File: config.mk
export PLATFORM = sky130hd
export DESIGN_NAME = uart_tx_arbiter
export DESIGN_NICKNAME = d
export VERILOG_FILES = /design/src/rtl/uart_arb_pkg.sv /design/src/rtl/uart_rr_picker.sv /design/src/rtl/uart_tx_arbiter.sv
export SDC_FILE = /design/constraint.sdc
export NUM_CORES = 1
export LEC_CHECK = 0
export ABC_CLOCK_PERIOD_IN_PS = 3100
export BUFFER_PORTS_ARGS = -buffer_cell sky130_fd_sc_hd__buf_4
export CORE_AREA = 2 2 60 62
export DETAILED_ROUTE_END_ITERATION = 16
export DIE_AREA = 0 0 62 64
export GPL_ROUTABILITY_DRIVEN = 0
export PLACE_DENSITY = 0.69
export SYNTH_ARGS = -nofsm -noshare
export SYNTH_HDL_FRONTEND = slang
export SYNTH_SLANG_ARGS = --single-unit
File: constraint.sdc
create_clock -name clk -period 3.1 [get_ports clk]
set_input_delay 0.155 -clock clk [delete_from_list [all_inputs] [get_ports clk]]
set_output_delay 0.155 -clock clk [all_outputs]
set_load 0.01 [all_outputs]
File: src/rtl/uart_arb_pkg.sv
// -----------------------------------------------------------------------------
// uart_arb_pkg
// Shared definitions for the UART transmit arbiter:
//   - arb_state_e : arbiter FSM states (IDLE, SEND, WAIT, HOLD)
//   - NREQ_DEF    : default number of requesters
//   - DW_DEF      : default byte width
//   - next_ptr()  : round-robin pointer advance with wrap to zero
// No ports (package).
// -----------------------------------------------------------------------------
package uart_arb_pkg;

    localparam int NREQ_DEF = 4;
    localparam int DW_DEF   = 8;

    typedef enum logic [1:0] {
        IDLE = 2'd0,
        SEND = 2'd1,
        WAIT = 2'd2,
        HOLD = 2'd3
    } arb_state_e;

    // Index that follows idx in a ring of n entries (n-1 wraps to 0).
    function automatic int next_ptr(input int idx, input int n);
        return (idx == n - 1) ? 0 : idx + 1;
    endfunction

endpackage

File: src/rtl/uart_rr_picker.sv
// -----------------------------------------------------------------------------
// uart_rr_picker
// Combinational round-robin selector. Scans the valid vector starting at
// i_ptr and wrapping modulo NREQ; reports the first set index.
// Ports:
//   i_valid [NREQ]  : request vector
//   i_ptr   [IW]    : index with highest priority this round
//   o_found         : at least one request is set
//   o_index [IW]    : first set index at or after i_ptr (0 when none)
// -----------------------------------------------------------------------------
module uart_rr_picker
    import uart_arb_pkg::*;
#(
    parameter  int NREQ = NREQ_DEF,
    localparam int IW   = $clog2(NREQ)
) (
    input  logic [NREQ-1:0] i_valid,
    input  logic [IW-1:0]   i_ptr,
    output logic            o_found,
    output logic [IW-1:0]   o_index
);

    // Walk offsets from farthest to nearest so the entry closest to i_ptr
    // is the last one written and therefore wins.
    always_comb begin
        o_found = 1'b0;
        o_index = {IW{1'b0}};
        for (int k = NREQ - 1; k >= 0; k--) begin
            o_found = o_found | i_valid[(int'(i_ptr) + k) % NREQ];
            o_index = i_valid[(int'(i_ptr) + k) % NREQ] ? IW'((int'(i_ptr) + k) % NREQ) : o_index;
        end
    end

endmodule

File: src/rtl/uart_tx_arbiter.sv
// -----------------------------------------------------------------------------
// uart_tx_arbiter
// Round-robin controller sharing one UART transmitter among NREQ byte
// requesters. A byte is captured on grant, handed to the transmitter with a
// one-cycle tx_start, and the arbiter waits for tx_done_tick before the next.
// Optional feature macro: UART_ARB_LOCK_EN -- keep the grant on one requester
// until a byte flagged req_last completes (adds the HOLD state).
// Ports:
//   clk, reset_n      : clock (rising edge), asynchronous active-low reset
//   req_valid [NREQ]  : requester i has a byte pending
//   req_data  [NREQ*DW]: byte of requester i at [i*DW +: DW]
//   req_last  [NREQ]  : byte is the final one of its packet (lock build only)
//   req_ready [NREQ]  : one-hot, one-cycle pulse: byte consumed
//   tx_start          : one-cycle start pulse to the transmitter
//   tx_din    [DW]    : registered byte for the transmitter
//   tx_done_tick      : transmitter finished the stop bit
//   grant_id  [IW]    : current or last granted requester
//   busy              : high in every state except IDLE
// -----------------------------------------------------------------------------
module uart_tx_arbiter
    import uart_arb_pkg::*;
#(
    parameter  int NREQ = NREQ_DEF,
    parameter  int DW   = DW_DEF,
    localparam int IW   = $clog2(NREQ)
) (
    input  logic             clk,
    input  logic             reset_n,
    input  logic [NREQ-1:0]    req_valid,
    input  logic [NREQ*DW-1:0] req_data,
    input  logic [NREQ-1:0]    req_last,
    output logic [NREQ-1:0]    req_ready,
    output logic             tx_start,
    output logic [DW-1:0]    tx_din,
    input  logic             tx_done_tick,
    output logic [IW-1:0]    grant_id,
    output logic             busy
);

    arb_state_e        r_state;
    logic [IW-1:0]     r_ptr;
    logic [IW-1:0]     r_grant_id;
    logic [DW-1:0]     r_tx_din;
    logic              r_tx_start;
    logic [NREQ-1:0]   r_req_ready;
    logic              r_busy;
`ifdef UART_ARB_LOCK_EN
    logic              r_last;
`endif

    logic              w_found;
    logic [IW-1:0]     w_index;

    uart_rr_picker #(
        .NREQ (NREQ)
    ) u_picker (
        .i_valid (req_valid),
        .i_ptr   (r_ptr),
        .o_found (w_found),
        .o_index (w_index)
    );

    // Arbiter FSM; every output is a register updated here.
    always_ff @(posedge clk or negedge reset_n) begin
        if (!reset_n) begin
            r_state     <= IDLE;
            r_ptr       <= {IW{1'b0}};
            r_grant_id  <= {IW{1'b0}};
            r_tx_din    <= {DW{1'b0}};
            r_tx_start  <= 1'b0;
            r_req_ready <= {NREQ{1'b0}};
            r_busy      <= 1'b0;
`ifdef UART_ARB_LOCK_EN
            r_last      <= 1'b0;
`endif
        end else begin
            // Start and ready are single-cycle pulses unless re-armed below.
            r_tx_start  <= 1'b0;
            r_req_ready <= {NREQ{1'b0}};
            case (r_state)
                IDLE: begin
                    if (w_found) begin
                        r_grant_id  <= w_index;
                        r_tx_din    <= req_data[w_index*DW +: DW];
`ifdef UART_ARB_LOCK_EN
                        r_last      <= req_last[w_index];
`endif
                        r_tx_start  <= 1'b1;
                        r_req_ready <= {{(NREQ-1){1'b0}}, 1'b1} << w_index;
                        r_busy      <= 1'b1;
                        r_state     <= SEND;
                    end else begin
                        r_state     <= IDLE;
                    end
                end
                SEND: begin
                    r_state <= WAIT;
                end
                WAIT: begin
                    if (tx_done_tick) begin
`ifdef UART_ARB_LOCK_EN
                        if (!r_last) begin
                            r_state <= HOLD;
                        end else begin
                            r_ptr   <= IW'(next_ptr(int'(r_grant_id), NREQ));
                            r_busy  <= 1'b0;
                            r_state <= IDLE;
                        end
`else
                        r_ptr   <= IW'(next_ptr(int'(r_grant_id), NREQ));
                        r_busy  <= 1'b0;
                        r_state <= IDLE;
`endif
                    end else begin
                        r_state <= WAIT;
                    end
                end
`ifdef UART_ARB_LOCK_EN
                HOLD: begin
                    // Only the locked requester may continue its packet.
                    if (req_valid[r_grant_id]) begin
                        r_tx_din    <= req_data[r_grant_id*DW +: DW];
                        r_last      <= req_last[r_grant_id];
                        r_tx_start  <= 1'b1;
                        r_req_ready <= {{(NREQ-1){1'b0}}, 1'b1} << r_grant_id;
                        r_state     <= SEND;
                    end else begin
                        r_state     <= HOLD;
                    end
                end
`endif
                default: begin
                    r_busy  <= 1'b0;
                    r_state <= IDLE;
                end
            endcase
        end
    end

    assign req_ready = r_req_ready;
    assign tx_start  = r_tx_start;
    assign tx_din    = r_tx_din;
    assign grant_id  = r_grant_id;
    assign busy      = r_busy;

endmodule
* After elaboration in Yosys (flattened, before gate mapping)
Cells that the tools add are included.
** Operators by class
- $add $sub $neg :: 4
- Bitwise gates (word level) :: 7
- $lt $le $gt $ge :: 4
- Shifts and indexed selects :: 2
- Equality and inequality tests :: 5
- Reductions and logical operators :: 7
- Multiplexer cells :: 26
** Operators with widths (count)
- $shiftx A32 B6 Y8 :: 1
- $lt A3 B4 Y1 const B :: 3
- $mux W1 :: 12
- $mux W2 :: 6
- $bmux W1 S2 :: 4
- $mux W4 :: 2
- $pmux W2 S3 :: 1
- $reduce_or A2 Y1 :: 3
- $add A2 B1 Y2 const B :: 2
- $add A2 B2 Y2 const B :: 2
- $eq A2 B1 Y1 const B :: 2
- $reduce_and A2 Y1 :: 2
- $shl A1 B2 Y4 const A :: 1
- $and A1 B1 Y1 const A :: 3
- $lt A2 B3 Y1 const B :: 1
- $or A1 B1 Y1 :: 3
- $pmux W1 S3 :: 1
- $reduce_and A3 Y1 :: 1
- $eq A2 B2 Y1 const B :: 1
- $logic_not A2 Y1 :: 1
- $ne A2 B1 Y1 const B :: 1
- $ne A2 B2 Y1 const B :: 1
- $not A1 Y1 :: 1
** Storage, ports and cells
- Output and inout bits :: 16
- Flip-flop bits (word level) :: 20
- Word-level logic and storage cells :: 62

* Logic depth before layout (Yosys ltp)
Gate-level depths: netlist of the first run.
- Depth after elaboration :: 13
- Depth in mapped cells :: 7
- Gate-level depth less buffers :: 6

* Cells and area by module
A second synthesis of the first run with hierarchy kept.
** Unflattened totals
- Cell total of the unflattened synthesis :: 94
- Area total of the unflattened synthesis :: 1032.2 µm²
** By module, submodules not included
- uart_tx_arbiter :: area each 954.7 µm², times used 1, cells an instance 81
- uart_rr_picker :: area each 77.6 µm², times used 1, cells an instance 13

* Least setup slack after synthesis of the first run
OpenSTA, ideal clock, no wires.
- Kind :: register to register
- From :: reg r_ptr[0]
- To :: reg r_tx_din[1] (netlist: tx_din[1])
- Period minus slack after synthesis :: 1846 ps
- Arrival time :: 1720 ps
- Required time :: 2974 ps
- Stages on the path, launching flop included :: 7
- Slack :: 1254 ps
- Setup time :: 126 ps
- Path through :: dfrtp_1 nor2b_1 a211oi_4 nor2_2 buf_6 mux2_4 a221o_1
** Between the ends
- Word-level cells in the longest chain between the ends :: 9
- Elaborated cells between the ends (all ways) :: 23
** Ends and longest elaborated chain
- from (decl) :: RTL line uart_tx_arbiter.sv:41 : logic [IW-1:0] r_ptr;
- from (signal assigned) :: RTL line uart_tx_arbiter.sv:67 : r_ptr <= {IW{1'b0}};
- from (signal assigned) :: RTL line uart_tx_arbiter.sv:110 : r_ptr <= IW'(next_ptr(int'(r_grant_id), NREQ));
- $add A2 B2 Y2 :: RTL line uart_rr_picker.sv:29, uart_rr_picker.sv:30
- $bmux W1 S2 :: RTL line uart_rr_picker.sv:29, uart_rr_picker.sv:30
- $mux W1 (not written as such) (2 in a row) :: RTL line uart_rr_picker.sv:29, uart_rr_picker.sv:30
- $mux W2 (4 in a row) :: RTL line uart_rr_picker.sv:30 : o_index = i_valid[(int'(i_ptr) + k) % NREQ] ? IW'((int'(i_ptr) + k) % NREQ) : o_index;
- $shiftx A32 B6 Y8 :: RTL line uart_tx_arbiter.sv:84 : r_tx_din <= req_data[w_index*DW +: DW];
- to (signal assigned) :: RTL line uart_tx_arbiter.sv:69 : r_tx_din <= {DW{1'b0}};
- to (signal assigned) :: RTL line uart_tx_arbiter.sv:84
- to (decl) :: RTL line uart_tx_arbiter.sv:43 : logic [DW-1:0] r_tx_din;
Several ways; a longest one is shown, not always the timed one. The select of a mux whose other input is x is not followed.
A chain may end at the register's enable or synchronous reset.

* Worst setup path in the final report of the first run
- From :: reg r_ptr[0]
- To :: reg r_tx_din[3] (netlist: tx_din[3])
The elaborated chain is that of the path after synthesis.

==> flow_metrics.env, run 1 <==
export IMPL_ir_drop_mv=0.387
export IMPL_synth_area_leader_cell="dfrtp_1"
export IMPL_path_buf_inv=1
export IMPL_finClkSkew_ps=8.91
export IMPL_cts_tree="built"
export IMPL_hold_violations=0
export IMPL_clk_pin_slew_ps=110
export IMPL_ys_async_sr_fraction=1.00
export IMPL_synth_area_mm2=0.00110
export IMPL_insertion_delay_ps=290
export IMPL_post_cts_buffers=0
export IMPL_hold_buffers=1
export IMPL_powerDensity_mw_per_mm2=812
export IMPL_cp_end_kind="flip-flop"
export IMPL_fill_cells=332
export IMPL_synth_cells=102
export IMPL_leakagePower_nw=0.779
export IMPL_ys_types=36
export IMPL_vias_per_cell=5.18
export IMPL_dp_cells=198
export IMPL_drc=0
export IMPL_max_freq_mhz=463
export IMPL_finalSetupViolCount=0
export IMPL_rows=21
export IMPL_synth_top_area_frac=0.431
export IMPL_whs_endpoint="r_state[1]$_DFF_PN0_"
export IMPL_crit_required_ps=3290
export IMPL_drive_gt1_frac=0.471
export IMPL_startpoint_type="flip-flop"
export IMPL_ys_seq_area_frac=0.431
export IMPL_synthFlopType="dfrtp_1"
export IMPL_die_area_mm2=0.00397
export IMPL_highest_signal_layer="met3"
export IMPL_wl_met1_mm=1.20
export IMPL_pwr_share_seq=0.348
export IMPL_post_drt_wl_per_cell_um=14.2
export IMPL_synth_most_common_cell="dfrtp_1"
export IMPL_initialDrtViolationCount=22
export IMPL_power_frac_clock=0.096
export IMPL_antenna_found_initial=0
export IMPL_ys_seq_elements=19
export IMPL_initial_utilization=0.336
export IMPL_met2_length_mm=1.54
export IMPL_clkSinkCount=19
export IMPL_min_delay_start="tx_done_tick"
export IMPL_p_int_uw=775
export IMPL_dp_hpwl_mm=2.25
export IMPL_tightest_slew_ps=763
export IMPL_crit_arrival_ps=2350
export IMPL_critical_path_class="flip-flop to flip-flop"
export IMPL_final_cells=203
export IMPL_ant_nets=0
export IMPL_cpMaxStageDelayCell="dfrtp_1"
export IMPL_cts_made_buffers=3
export IMPL_whs_path_depth=3
export IMPL_max_slew_margin=0.491
export IMPL_routed_wl_mm=2.88
export IMPL_reg2reg_depth=6
export IMPL_dr_wl_met3_um=137
export IMPL_synth_edf_count=0
export IMPL_htreeDepth=1
export IMPL_min_period_ps=2160
export IMPL_port_buffers=54
export IMPL_path_cells="nor2b_1 > a211oi_4 > nor2_2 > buf_4 > mux2_4 > a221o_1"
export IMPL_timing_rr_start="r_ptr[0]$_DFFE_PN0P_"
export IMPL_grt_overflow=0
export IMPL_status="completed"
export IMPL_grt_pass1_wl_mm=4.69
export IMPL_clk_path_buf_depth=2
export IMPL_rr_endpoint="tx_din[3]$_DFFE_PN0P_"
export IMPL_cts_root_buffer="clkbuf_4"
export IMPL_path_max_fanout=9
export IMPL_via_count=1051
export IMPL_dr_pass1_iters=4
export IMPL_path_delay_family="simple AND/OR/NAND/NOR gates"
export IMPL_post_route_period_util=0.696
export IMPL_synth_common_cells="dfrtp_1 (19), o21ai_0 (9), a21oi_1 (8), a221o_1 (8), nand3_1 (8)"
export IMPL_synth_avg_cell_area_um2=10.8
export IMPL_die_h_um=64
export IMPL_die_width_um=62
export IMPL_core_mm2=0.00328
export IMPL_first_global_vias=1087
export IMPL_switching_share=0.398
export IMPL_power_frac_comb=0.556
export IMPL_grt_util_all_layers=0.156
export IMPL_fin_nets=202
export IMPL_r2r_slack_ps=940
export IMPL_power_switching_uw=513
export IMPL_grt_max_degree=20
export IMPL_synth_area_top_cells="dfrtp_1 (43%), mux2_4 (9.5%), a221o_1 (7.3%), o21ai_0 (4.1%), a21oi_1 (3.6%)"
export IMPL_drv_slew=0
export IMPL_yosys_warnings=0
export IMPL_rsz0062_at_grt="false"
export IMPL_cts_resized=0
export IMPL_maxCapViolations=0
export IMPL_synth_fp_nets=146
export IMPL_num_io_pins=59
export IMPL_hold_class="input port to flip-flop"
export IMPL_syn_to_final_growth_pct=43.7
export IMPL_tns_ps=0
export IMPL_slowest_delay_ps=440
export IMPL_antenna_cells=0
registers in the layout, summed over array words and instances (netlist names):
signal and cells:
tx_din 8, req_ready 4, grant_id 2, r_ptr 2, busy 1, r_state 1
tx_start 1
logic make-up (layout without fill, tap and decap cells):
kind of cell             Yosys count  after routing  synth area share
buffers and inverters              8             63            0.0340
flip-flops                        19             19             0.431
multiplexers                      10             10             0.125
adder cells (fa/ha/maj)            1              1            0.0113
AND/OR/NAND/NOR                   29             29             0.162
AO/OA/AOI/OAI                     35             35             0.237
per-layer routing:
metal | GRT usage | vias up
li1 | - | 499
met1 | 0.198 | 522
met2 | 0.262 | 30
met3 | 0.0304 | 0
met4 | 0.0426 | 0
met5 | 0 | -
layout by cell type, fill, tap and decap left out, drive strengths merged, types with 2 or more instances in the layout:
master and count:
nand2 5, mux2 9, buf 55, a21oi 8
and3 2, inv 3, nor4 2, nor3 2
nand3 8, a221o 8, dfrtp 19, nor2b 3
o21ai 10, nor2 3, clkbuf 3
power groups by stage:
stage                     logic, mW  registers, mW  clock network (mW)
after detailed placement      0.721          0.453                   0
after global routing          0.784          0.465               0.136
after CTS                     0.724          0.449               0.127
final                         0.716          0.448               0.124
after global placement        0.706          0.447                   0
after floorplan               0.421          0.480                   0
worst max path at each step:
stage,from,end,slack [ps],cells past startpoint
after floorplan,r_ptr[0]$_DFFE_PN0P_,tx_din[1]$_DFFE_PN0P_,1250,6
after CTS,r_ptr[0]$_DFFE_PN0P_,tx_din[3]$_DFFE_PN0P_,920,6
after global routing,r_ptr[1]$_DFFE_PN0P_,tx_din[6]$_DFFE_PN0P_,820,6
after global placement,r_ptr[0]$_DFFE_PN0P_,tx_din[3]$_DFFE_PN0P_,1010,6
final,r_ptr[0]$_DFFE_PN0P_,tx_din[3]$_DFFE_PN0P_,940,6
after detailed placement,r_ptr[0]$_DFFE_PN0P_,tx_din[5]$_DFFE_PN0P_,950,6
per-stage QoR:
stage	hold WS (ps)	setup slack (ps)	util	total power, mW	cell area, um2
after floorplan	-141	1250	-	0.900	1100
after global placement	37.1	1010	0.471	1.15	1550
after detailed placement	40.0	948	0.471	1.17	1550
after CTS	125	920	0.483	1.30	1590
after global routing	131	822	0.483	1.39	1590
final	133	942	0.483	1.29	1590
worst register-to-register path, cell delays in order, from the launching register on:
cell and delay (ps):
dfrtp_1 440, nor2b_1 380, a211oi_4 140, nor2_2 240
buf_4 240, mux2_4 310, a221o_1 320
layout make-up:
class,instances,area [um2],area share
clock buffer,3,22.5,0.0142
clock inverter,1,5.00,0.00316
inverter,3,11.3,0.00710
multi-input combinational,75,591,0.373
sequential,19,475,0.300
tap,46,57.6,0.0363
timing repair buffer,56,423,0.267
Note: power is estimated with default switching activity, not from simulation.
==> inputs of run 2 (changes only) <==
--- a/config.mk
+++ b/config.mk
@@ -5,13 +5,13 @@
 export SDC_FILE = /design/constraint.sdc
 export NUM_CORES = 1
 export LEC_CHECK = 0
-export ABC_CLOCK_PERIOD_IN_PS = 3100
+export ABC_CLOCK_PERIOD_IN_PS = 1800
 export BUFFER_PORTS_ARGS = -buffer_cell sky130_fd_sc_hd__buf_4
 export CORE_AREA = 2 2 60 62
 export DETAILED_ROUTE_END_ITERATION = 16
 export DIE_AREA = 0 0 62 64
 export GPL_ROUTABILITY_DRIVEN = 0
-export PLACE_DENSITY = 0.69
+export PLACE_DENSITY = 0.72
 export SYNTH_ARGS = -nofsm -noshare
 export SYNTH_HDL_FRONTEND = slang
 export SYNTH_SLANG_ARGS = --single-unit
==> constraint.sdc (replaced) <==
create_clock -name clk -period 1.8 [get_ports clk]
set_input_delay 0.09 -clock clk [delete_from_list [all_inputs] [get_ports clk]]
set_output_delay 0.09 -clock clk [all_outputs]
set_load 0.01 [all_outputs]
==> run 2 against run 1 <==
  * Total power grew 87%
  * Critical path type unchanged
  * Sequential power grew 76%
  * Fmax grew 21%
  * Core utilization grew 2.9 points
  * Global-route usage grew 0.73 points
  * First-iteration DRC count grew 68%
  * Largest cell class unchanged
  * Setup slack lost 920 ps
  * Flip-flop and latch count is the same
  * Die area is the same
  * Critical endpoint is now tx_din[0]$_DFFE_PN0P_
==> flow_metrics.env, run 2 (synthesized netlist as in run 1, its figures left out) <==
export IMPL_grt_max_degree=20
export IMPL_status="completed"
export IMPL_num_io_pins=59
export IMPL_finClkSkew_ps=0.849
export IMPL_ant_nets=0
export IMPL_finalSetupViolCount=0
export IMPL_p_total_mw=2.41
export IMPL_ir_drop_mv=0.586
export IMPL_max_freq_mhz=562
export IMPL_multi_input_area_um2=603
export IMPL_tns_ps=0
export IMPL_crit_arrival_ps=1960
export IMPL_fill_cells=287
export IMPL_rows=21
export IMPL_dp_hpwl_mm=2.39
export IMPL_largest_reg_flops=8
export IMPL_crit_required_ps=1980
export IMPL_port_buffers=54
export IMPL_via_count=1110
export IMPL_path_max_fanout=3
export IMPL_hold_class="input port to flip-flop"
export IMPL_reg2reg_depth=6
export IMPL_timing_rr_start="r_ptr[0]$_DFFE_PN0P_"
export IMPL_clkSinkCount=19
export IMPL_tightest_slew_ps=398
export IMPL_antenna_found_initial=0
export IMPL_drc=0
export IMPL_critical_path_class="flip-flop to flip-flop"
export IMPL_fin_nets=212
export IMPL_dp_cells=205
export IMPL_layout_commonest_cell="buf_4"
export IMPL_post_drt_wl_per_cell_um=14.7
export IMPL_die_width_um=62
export IMPL_initialDrtViolationCount=37
export IMPL_grt_util_all_layers=0.163
export IMPL_powerDensity_mw_per_mm2=1430
export IMPL_routed_wl_mm=3.12
export IMPL_grt_pass1_wl_mm=4.82
export IMPL_insertion_delay_ps=290
export IMPL_cp_end_kind="flip-flop"
export IMPL_drive_gt1_frac=0.533
export IMPL_vias_per_cell=5.21
export IMPL_rr_endpoint="tx_din[0]$_DFFE_PN0P_"
export IMPL_first_global_vias=1094
export IMPL_cts_tree="built"
export IMPL_clk_pin_slew_ps=100
export IMPL_syn_to_final_growth_pct=52.4
export IMPL_die_area_mm2=0.00397
export IMPL_die_h_um=64
export IMPL_leakagePower_nw=0.829
export IMPL_post_route_period_util=0.989
export IMPL_drv_slew=0
export IMPL_rsz0062_at_grt="true"
export IMPL_post_place_ws_ps=-59.0
export IMPL_initial_utilization=0.336
export IMPL_final_cells=213
export IMPL_setup_slack_ps=20.4
export IMPL_antenna_cells=0
export IMPL_maxCapViolations=0
export IMPL_cts_made_buffers=3
export IMPL_htreeDepth=1
export IMPL_cts_root_buffer="clkbuf_4"
export IMPL_register_area_um2=478
export IMPL_clk_path_buf_depth=2
export IMPL_min_delay_start="tx_done_tick"
export IMPL_whs_endpoint="r_state[1]$_DFF_PN0_"
export IMPL_hold_violations=0
export IMPL_grt_overflow=0
export IMPL_dr_pass1_iters=4
export IMPL_max_slew_margin=0.734
export IMPL_r2r_slack_ps=20
export IMPL_min_period_ps=1780
export IMPL_startpoint_type="flip-flop"
export IMPL_final_cell_mix="buf_4 (63), dfrtp_1 (17), o21ai_0 (9)"
export IMPL_core_mm2=0.00328
export IMPL_whs_path_depth=3
==> run 2: worst max-delay path, stage by stage (launching register included) <==
cell and delay [ps]:
dfrtp_2 450, nor2b_2 200, a211oi_4 70, nor2_2 170
buf_6 140, mux2_2 320, a221o_1 320
==> run 2: through the flow <==
| stage | hold slack [ps] | utilization | instance area, um2 |
|---|---|---|---|
| final | 67.7 | 0.512 | 1680 |
| after global routing | 88.7 | 0.512 | 1680 |
| after CTS | 60.0 | 0.510 | 1680 |
| after detailed placement | -27.0 | 0.488 | 1600 |
| after global placement | -28.4 | 0.488 | 1600 |
| after floorplan | -206 | - | 1110 |
==> run 2: metal layers <==
layer	vias to the layer above	GRT usage	wire [um]
met2	38	0.279	1710
li1	519	-	-
met4	0	0.0745	36
met1	547	0.190	1260
met5	-	0	0
met3	6	0.0283	121
==> run 2: how the worst max path moves through the flow <==
| stage | from | to | depth (start not counted) |
|---|---|---|---|
| global route | r_ptr[0]$_DFFE_PN0P_ | tx_din[7]$_DFFE_PN0P_ | 6 |
| global placement | r_ptr[1]$_DFFE_PN0P_ | tx_din[4]$_DFFE_PN0P_ | 4 |
| finish | r_ptr[0]$_DFFE_PN0P_ | tx_din[0]$_DFFE_PN0P_ | 6 |
| detailed placement | r_ptr[1]$_DFFE_PN0P_ | tx_din[4]$_DFFE_PN0P_ | 4 |
| floorplan | r_ptr[1]$_DFFE_PN0P_ | tx_din[1]$_DFFE_PN0P_ | 5 |
| CTS | r_ptr[0]$_DFFE_PN0P_ | tx_din[4]$_DFFE_PN0P_ | 6 |
==> run 2: where the power goes <==
part	switching, mW	total (mW)	internal, mW
Clock	0.125	0.211	0.0862
Sequential	0.162	0.787	0.624
Combinational	0.649	1.41	0.760
==> run 2: cell type report <==
cell class,count,share of cell area
Clock buffer,4,0.0156
Sequential cell,19,0.284
Inverter,3,0.00670
Timing Repair Buffer,66,0.301
Multi-Input combinational cell,75,0.359
Tap cell,46,0.0342
==> run 2: repair_timing <==
action | 4_1_cts | 5_1_grt
hold endpoints to repair | 19 | 0
hold buffers | 1 | 0
cloned | 0 | 0
gates resized for setup | 5 | 2
setup endpoints to repair | 8 | 8
setup buffers | 3 | 0
pin swaps | 7 | 1
==> inputs of run 3 (changes only) <==
--- a/config.mk
+++ b/config.mk
@@ -6,7 +6,7 @@
 export NUM_CORES = 1
 export LEC_CHECK = 0
 export ABC_CLOCK_PERIOD_IN_PS = 1800
-export BUFFER_PORTS_ARGS = -buffer_cell sky130_fd_sc_hd__buf_4
+export BUFFER_PORTS_ARGS = -buffer_cell sky130_fd_sc_hd__buf_2
 export CORE_AREA = 2 2 60 62
 export DETAILED_ROUTE_END_ITERATION = 16
 export DIE_AREA = 0 0 62 64
==> run 3 against run 2 <==
  * Cell count decreased by 1.4%
  * Via count fell by 3.4%
  * Worst hold slack improved by 8.2 ps
  * Highest routed layer unchanged
  * Clock power about the same
  * Combinational power fell by 11%
  * Critical path type unchanged
  * Sequential share of layout area up 2.8 points
  * Largest power group unchanged
  * First-iteration DRC count increased by 19%
==> flow_metrics.env, run 3 (synthesized netlist as in run 1, its figures left out) <==
export IMPL_crit_required_ps=1980
export IMPL_timing_rr_start="r_ptr[0]$_DFFE_PN0P_"
export IMPL_cts_tree="built"
export IMPL_multi_input_area_um2=608
export IMPL_rr_endpoint="tx_din[7]$_DFFE_PN0P_"
export IMPL_initialDrtViolationCount=44
export IMPL_fin_nets=209
export IMPL_port_buffers=54
export IMPL_post_route_period_util=0.969
export IMPL_drv_slew=0
export IMPL_min_period_ps=1740
export IMPL_crit_arrival_ps=1930
export IMPL_hold_violations=0
export IMPL_initial_utilization=0.336
export IMPL_r2r_slack_ps=60
export IMPL_rsz0062_at_grt="true"
export IMPL_cp_end_kind="flip-flop"
export IMPL_finClkSkew_ps=3.87
export IMPL_vias_per_cell=5.10
export IMPL_die_area_mm2=0.00397
export IMPL_crit_end="tx_din[7]$_DFFE_PN0P_"
export IMPL_tightest_slew_ps=401
export IMPL_ant_nets=0
export IMPL_startpoint="r_ptr[0]$_DFFE_PN0P_"
export IMPL_max_freq_mhz=573
export IMPL_maxCapViolations=0
export IMPL_num_io_pins=59
export IMPL_finalSetupViolCount=0
export IMPL_p_total_mw=2.25
export IMPL_routed_wl_mm=2.94
export IMPL_drive_gt1_frac=0.530
export IMPL_path_max_fanout=7
export IMPL_dr_wl_met3_um=121
export IMPL_grt_max_degree=20
export IMPL_leakagePower_nw=0.780
export IMPL_via_count=1072
export IMPL_ir_drop_mv=0.563
export IMPL_die_h_um=64
export IMPL_first_global_vias=1015
export IMPL_grt_overflow=0
export IMPL_cts_made_buffers=3
export IMPL_cpMaxStageDelayCell="dfrtp_2"
export IMPL_core_mm2=0.00328
export IMPL_drc=0
export IMPL_insertion_delay_ps=290
export IMPL_cts_root_buffer="clkbuf_4"
export IMPL_largest_reg_flops=8
export IMPL_wl_met1_mm=1.20
export IMPL_met2_length_mm=1.59
export IMPL_grt_util_all_layers=0.154
export IMPL_hold_class="input port to flip-flop"
export IMPL_path_cells="nor2b_4 > nor4_4 > nor2_2 > buf_6 > mux2_4 > a221o_1"
export IMPL_clkSinkCount=19
export IMPL_hold_slack_ps=75.9
export IMPL_clk_pin_slew_ps=110
export IMPL_htreeDepth=1
export IMPL_grt_pass1_wl_mm=4.60
export IMPL_die_width_um=62
export IMPL_startpoint_type="flip-flop"
export IMPL_post_drt_wl_per_cell_um=14.0
export IMPL_highest_signal_layer="met4"
export IMPL_antenna_found_initial=0
export IMPL_max_slew_margin=0.733
export IMPL_dp_hpwl_mm=2.28
export IMPL_status="completed"
export IMPL_slowest_delay_ps=440
export IMPL_final_cell_mix="buf_2 (54), dfrtp_1 (17), o21ai_0 (9)"
export IMPL_rows=21
export IMPL_antenna_cells=0
export IMPL_fill_cells=313
export IMPL_powerDensity_mw_per_mm2=1470
export IMPL_critical_path_class="flip-flop to flip-flop"
export IMPL_syn_to_final_growth_pct=38.7
export IMPL_layout_commonest_cell="buf_2"
export IMPL_reg2reg_depth=6
export IMPL_clk_path_buf_depth=2
export IMPL_dr_pass1_iters=4
export IMPL_register_area_um2=478
[run 3: cell types whose count changed in the layout (fill, tap and decap cells not counted), sizes merged]
cell / previous run / this run
buf: 65 / 62
clkbuf: 4 / 3
clkinv: 0 / 1
[run 3: layout make-up]
type	count	share of cell area
Timing Repair Buffer	63	0.227
Sequential cell	19	0.312
Clock buffer	3	0.0147
Tap cell	46	0.0376
Clock inverter	1	0.00327
Inverter	3	0.00736
Multi-Input combinational cell	75	0.397
[run 3: metal layers]
metal | up-vias | global-route usage
li1 | 514 | -
met1 | 526 | 0.191
met2 | 30 | 0.266
met3 | 2 | 0.0263
met4 | 0 | 0.0399
met5 | - | 0
[run 3: worst min-delay path by stage]
stage               cells past startpoint          from                    to
floorplan                               0       reset_n      busy$_DFFE_PN0P_
global placement                        1       reset_n  r_state[1]$_DFF_PN0_
detailed placement                      1       reset_n  r_state[1]$_DFF_PN0_
CTS                                     3  tx_done_tick  r_state[1]$_DFF_PN0_
global route                            3  tx_done_tick  r_state[1]$_DFF_PN0_
finish                                  3  tx_done_tick  r_state[1]$_DFF_PN0_
[run 3: repair_timing]
action | in CTS | in global routing
cloned | 0 | 0
hold endpoints to repair | 19 | 0
gates resized for setup | 3 | 5
buffers inserted | 0 | 1
setup endpoints to repair | 8 | 8
pin swaps | 0 | 8
hold buffers | 1 | 0
[run 3: report_power, final]
group	internal (mW)	switching (mW)
clock	0.0825	0.130
sequential	0.624	0.154
combinational	0.630	0.628
total	1.34	0.912
[run 3: through the flow]
step            util  cells  setup TNS, ps  cell area, um2  worst slack [ps]
4_1_cts        0.458    209              0            1510              16.9
5_1_grt        0.466    210          -13.6            1530             -10.6
3_5_place_dp   0.445    204          -17.7            1460             -12.1
2_1_floorplan      -    102              0            1110              13.6
3_3_place_gp   0.445    204              0            1460              26.0
6_report       0.466    210              0            1530              56.2
[run 3: critical path: cells and delay by family (launching register included)]
family / cells / cell delay [ps]
AND/OR/NAND/NOR: 3 / 460
flip-flops: 1 / 440
multiplexers: 1 / 290
buffers and inverters: 1 / 150
AO/OA/AOI/OAI: 1 / 300
